### config.mk
export PLATFORM = sky130hd
export DESIGN_NAME = gamepad_reader
export DESIGN_NICKNAME = d
export VERILOG_FILES = /design/src/rtl/gamepad_reader.sv
export SDC_FILE = /design/constraint.sdc
export NUM_CORES = 1
export LEC_CHECK = 0
export BUFFER_PORTS_ARGS = -buffer_cell sky130_fd_sc_hd__buf_4
export CORE_ASPECT_RATIO = 1.1
export CORE_UTILIZATION = 45
export CTS_CLUSTER_DIAMETER = 30
export DETAILED_ROUTE_END_ITERATION = 12
export PLACE_DENSITY = 0.74
export SLEW_MARGIN = 20
export SYNTH_ARGS = -nofsm -noshare
export SYNTH_HDL_FRONTEND = slang
export SYNTH_SLANG_ARGS = --single-unit
### constraint.sdc
create_clock -name clk -period 3.8 [get_ports clk]
set_clock_uncertainty 0.15 [all_clocks]
set_input_delay 0.19 -clock clk [delete_from_list [all_inputs] [get_ports clk]]
set_output_delay 0.19 -clock clk [all_outputs]
set_load 0.005 [all_outputs]
### src/rtl/gamepad_reader.sv
// Host-side SNES-style gamepad reader: drives latch/clock for one 12-bit scan
// and shifts in both pad ports in parallel, publishing active-high button words.
module gamepad_reader #(
    parameter int HALF_PERIOD = 6
) (
    input  logic        clk,
    input  logic        reset_n,
    input  logic        start,
    output logic        busy,
    output logic        pad_latch,
    output logic        pad_clk,
    input  logic [1:0]  pad_data,
    output logic [11:0] p1_btn,
    output logic [11:0] p2_btn,
    output logic        valid
);

    typedef enum logic [2:0] {
        IDLE,
        LATCH,
        CLK_LOW,
        CLK_HIGH,
        DONE
    } state_t;

    localparam logic [7:0] PHASE_LAST = 8'(HALF_PERIOD - 1);
    localparam logic [3:0] BIT_LAST   = 4'd11;

    state_t      state_q, state_d;
    logic [7:0]  phase_q, phase_d;
    logic [3:0]  bit_q, bit_d;
    logic [1:0]  sync1_q, sync1_d;
    logic [1:0]  sync2_q, sync2_d;
    logic [11:0] shift_p1_q, shift_p1_d;
    logic [11:0] shift_p2_q, shift_p2_d;
    logic [11:0] p1_btn_q, p1_btn_d;
    logic [11:0] p2_btn_q, p2_btn_d;
    logic        pad_latch_q, pad_latch_d;
    logic        pad_clk_q, pad_clk_d;
    logic        busy_q, busy_d;
    logic        valid_q, valid_d;
    logic        phase_last;

    assign phase_last = (phase_q == PHASE_LAST);

    always_comb begin
        state_d    = state_q;
        phase_d    = phase_q;
        bit_d      = bit_q;
        sync1_d    = pad_data;
        sync2_d    = sync1_q;
        shift_p1_d = shift_p1_q;
        shift_p2_d = shift_p2_q;
        p1_btn_d   = p1_btn_q;
        p2_btn_d   = p2_btn_q;

        unique case (state_q)
            IDLE: begin
                if (start) begin
                    state_d = LATCH;
                    phase_d = '0;
                    bit_d   = '0;
                end
            end
            LATCH: begin
                if (phase_last) begin
                    state_d = CLK_LOW;
                    phase_d = '0;
                end else begin
                    phase_d = phase_q + 8'd1;
                end
            end
            CLK_LOW: begin
                // Sample at the end of the low phase: data has had the whole
                // preceding high phase plus this one to settle through the sync.
                if (phase_last) begin
                    shift_p1_d[bit_q] = sync2_q[0];
                    shift_p2_d[bit_q] = sync2_q[1];
                    state_d           = CLK_HIGH;
                    phase_d           = '0;
                end else begin
                    phase_d = phase_q + 8'd1;
                end
            end
            CLK_HIGH: begin
                if (phase_last) begin
                    phase_d = '0;
                    if (bit_q == BIT_LAST) begin
                        state_d = DONE;
                    end else begin
                        bit_d   = bit_q + 4'd1;
                        state_d = CLK_LOW;
                    end
                end else begin
                    phase_d = phase_q + 8'd1;
                end
            end
            DONE: begin
                state_d = IDLE;
            end
            default: begin
                state_d = IDLE;
            end
        endcase

        // Outputs are registered from the next state so they line up with it.
        pad_latch_d = (state_d == LATCH);
        pad_clk_d   = (state_d != CLK_LOW);
        busy_d      = (state_d != IDLE);
        valid_d     = (state_d == DONE);
        if (state_d == DONE) begin
            p1_btn_d = ~shift_p1_q;
            p2_btn_d = ~shift_p2_q;
        end
    end

    always_ff @(posedge clk or negedge reset_n) begin
        if (!reset_n) begin
            state_q     <= IDLE;
            phase_q     <= '0;
            bit_q       <= '0;
            sync1_q     <= 2'b11;
            sync2_q     <= 2'b11;
            shift_p1_q  <= '1;
            shift_p2_q  <= '1;
            p1_btn_q    <= '0;
            p2_btn_q    <= '0;
            pad_latch_q <= 1'b0;
            pad_clk_q   <= 1'b1;
            busy_q      <= 1'b0;
            valid_q     <= 1'b0;
        end else begin
            state_q     <= state_d;
            phase_q     <= phase_d;
            bit_q       <= bit_d;
            sync1_q     <= sync1_d;
            sync2_q     <= sync2_d;
            shift_p1_q  <= shift_p1_d;
            shift_p2_q  <= shift_p2_d;
            p1_btn_q    <= p1_btn_d;
            p2_btn_q    <= p2_btn_d;
            pad_latch_q <= pad_latch_d;
            pad_clk_q   <= pad_clk_d;
            busy_q      <= busy_d;
            valid_q     <= valid_d;
        end
    end

    assign busy      = busy_q;
    assign pad_latch = pad_latch_q;
    assign pad_clk   = pad_clk_q;
    assign p1_btn    = p1_btn_q;
    assign p2_btn    = p2_btn_q;
    assign valid     = valid_q;

endmodule

==> metrics.txt <==
post-synthesis instance area approximately 0.0030 mm^2; number of gates given a new drive strength after cts 0; top layer used by detailed routing met4; number of port buffers 32; worst r2r src phase_q[4]; start-to-end type of the worst setup path flip-flop to flip-flop; Rel. slew slack 0.410; Final Hold Violating Endpoints 0; number of library cell types mapped by synthesis 42; post-synthesis async set-or-reset flop share 1.00; maximum number of pins on one net before global-route repair 72; cell count of the worst hold path 3; Pwr Density 524 mW/mm^2; worst reg2reg path depth 4; Critical Path Fanout Max 12; routed vias around 2000; maximum cell stage delay along the critical path 620 ps; initial antenna violation count 0; Residual DRC 0; total wire length after detailed routing 5.33 mm; power share of the combinational group 0.178; switching part of the total power 0.308; wl on met1 between 2 and 2.5 mm; nets in the synthesized netlist about 270; flip-flop and latch count after synthesis 71; warning count from the yosys run 0; Period minus WS final 2550 ps; Routability Congestion 0.848; startpoint type of the worst setup path flip-flop; number of vias per cell 5.31; number of buffers on the longest clock path 2; number of flops mapped to enable cells by yosys 0; peak ir drop on the vdd network 0.313 mV; via count of the first global-routing pass 1990; Min-Delay Path Class input pin to flip-flop; largest area contributor in the netlist sky130_fd_sc_hd__dfrtp_1; # nets final 303; Max Slew Vio Count 0; measured slew at the worst slew-check pin 880 ps; internal portion of total power 1280 uW; average instance area after synthesis around 12 um^2; worst reg2reg setup slack 1250 ps; CTS Root Buffer Type sky130_fd_sc_hd__clkbuf_8; area of the core 0.00634 mm^2; FMAX 0.393 GHz; switching power total approximately 570 uW; clock tree from TritonCTS yes; met2 wire length 2.66 mm; overall overflow remaining after global route 0; global routing usage summed across all routing layers 0.173; clock latency of the later-clocked register in the worst-skew pair 340 ps; diode insertion count for antenna repair 0; wire length of the first global-routing pass 9.12 mm; first-pass detailed-route iteration total 7; Initial Utilization 0.477; buffers inserted during post-CTS setup optimization 0; DIE HEIGHT around 88 um; I/O pin cnt 33; final setup violation count 0; most common cell after layout, fill and taps aside sky130_fd_sc_hd__dfrtp_1; number of max-cap violations 0; sequential cell area fraction in the yosys report 0.599; clock-pin slew on the worst setup and hold paths 70 ps; highest-count cells in the layout ignoring fill and taps 42 x sky130_fd_sc_hd__dfrtp_1, 36 x sky130_fd_sc_hd__nand2_1, 33 x sky130_fd_sc_hd__buf_4; series of cell instances along the critical path or4_4 > nor4_4 > and3_2 > mux2_2; Antenna Nets Post-Route 0; critical path arrival 2660 ps; end point of the most critical hold path bit_q[3]; top flip-flop cell by instance count after synthesis sky130_fd_sc_hd__dfrtp_1; most area-consuming cells after synthesis sky130_fd_sc_hd__dfrtp_1 35%, sky130_fd_sc_hd__dfstp_2 25%, sky130_fd_sc_hd__mux2_2 8.9%; P_leak 0.00163 uW; number of DRC markers in iteration 0 between 100 and 150; FILL cells 560; CP Capture Type flip-flop; cell count after synthesis 257; H-tree level count 3; sink count of the clock tree 71; Detail Placement HPWL about 3.6 mm; WL/cell 14.1 um; hold path startpoint start; aggregate negative setup slack 0 ps; FF-to-FF End shift_p1_q[6]; ratio of cells with drive above 1 in the final layout 0.380; status complete, no violations; clock network power share 0.311; Design Power 1850 uW; Tcrit/Tclk final 0.670; number of rows created at floorplan 30; routed wl met3 173 um; CTS buffer count 9; layout-stage area growth over the synthesis result 16.7%; cell with the biggest individual delay on the critical path sky130_fd_sc_hd__nor4_4; sequential share of power 0.511; required time worst endpoint 3920 ps; Total Die Area 0.00706 mm^2; RSZ-0062 raised after global routing false; Chip Width around 80 um; area share of the largest cell type after synthesis 0.347
==> flip-flops by register name (all words and copies together), names as in the netlist <==
signal	flops
bit_q	4
busy	1
p1_btn	12
p2_btn	12
pad_clk	1
pad_latch	1
phase_q	8
shift_p1_q	12
shift_p2_q	12
state_q	3
sync1_q	2
sync2_q	2
valid	1
==> power by group through the flow <==
stage / Combinational [uW] / Sequential [uW] / Clock (uW)
final: 330 / 947 / 575
after global routing: 380 / 965 / 629
after CTS: 333 / 946 / 591
after detailed placement: 328 / 959 / 0
after global placement: 323 / 953 / 0
after floorplan: 283 / 912 / 0
==> worst max-delay path by stage <==
stage	from	endpoint	cells past startpoint
CTS	phase_q[4]	shift_p1_q[6]	4
floorplan	phase_q[4]	shift_p1_q[5]	6
detailed placement	phase_q[4]	shift_p2_q[7]	4
global placement	phase_q[4]	shift_p1_q[5]	4
global route	phase_q[4]	shift_p1_q[4]	4
finish	phase_q[4]	shift_p1_q[6]	4
==> cell usage after synthesis, types with 2 or more instances <==
library cell and n:
sky130_fd_sc_hd__inv_1 8, sky130_fd_sc_hd__ha_1 6, sky130_fd_sc_hd__nor3_1 3, sky130_fd_sc_hd__mux2_2 24, sky130_fd_sc_hd__o21ai_0 31, sky130_fd_sc_hd__a31oi_1 4
sky130_fd_sc_hd__buf_6 2, sky130_fd_sc_hd__and3_2 5, sky130_fd_sc_hd__nand4_1 3, sky130_fd_sc_hd__a211oi_1 4, sky130_fd_sc_hd__nand3_2 3, sky130_fd_sc_hd__and3b_1 2
sky130_fd_sc_hd__nand3_1 8, sky130_fd_sc_hd__nor2_1 5, sky130_fd_sc_hd__nand3b_1 2, sky130_fd_sc_hd__a21oi_1 4, sky130_fd_sc_hd__clkbuf_1 10, sky130_fd_sc_hd__dfstp_2 29
sky130_fd_sc_hd__nor2b_1 2, sky130_fd_sc_hd__a21o_1 3, sky130_fd_sc_hd__nand2b_1 2, sky130_fd_sc_hd__dfrtp_1 42, sky130_fd_sc_hd__nand2_1 36
==> logic make-up (layout without fill, tap and decap cells) <==
logic type / after synthesis / count (layout) / synth area share
AND/OR/NAND/NOR: 81 / 81 / 0.149
flip-flops: 71 / 71 / 0.599
AO/OA/AOI/OAI: 52 / 52 / 0.0992
multiplexers: 25 / 25 / 0.0926
buffers and inverters: 20 / 60 / 0.0298
adder cells (fa/ha/maj): 6 / 6 / 0.0248
XOR/XNOR: 2 / 2 / 0.00579
==> worst max-delay path, delay by kind of cell (launching register included) <==
kind | cells | cell delay, ps
and+or+nand+nor | 3 | 1540
DFF | 1 | 450
muxes | 1 | 330
==> per-stage QoR <==
stage	hold WS [ps]	utilization	instance area, um^2	cells	worst slack (ps)
after CTS	91.5	0.557	3530	377	1240
after global placement	153	0.522	3310	358	1250
final	107	0.557	3530	377	1250
after detailed placement	151	0.522	3310	358	1260
after global routing	129	0.557	3530	377	1090
after floorplan	-256	-	3030	257	1570
==> per-layer routing <==
layer / GRT usage / vias to the layer above
li1: - / 977
met1: 0.208 / 971
met2: 0.287 / 41
met3: 0.0385 / 12
met4: 0.0974 / 0
met5: 0 / -
==> area by class of cell <==
class                      instances  area (um^2)  area share
clock buffer                      10          128      0.0361
tap                               80          100      0.0283
sequential                        71         1810       0.513
clock inverter                     6         61.3      0.0174
inverter                           8         30.0     0.00850
timing repair buffer              36          278      0.0786
multi-input combinational        166         1120       0.318
==> repair_timing <==
item,in CTS,in global routing
endpoints found under the hold margin,44,0
hold buffers,3,0
endpoints found under the setup margin,0,0
(Power assumes the default switching activity.)
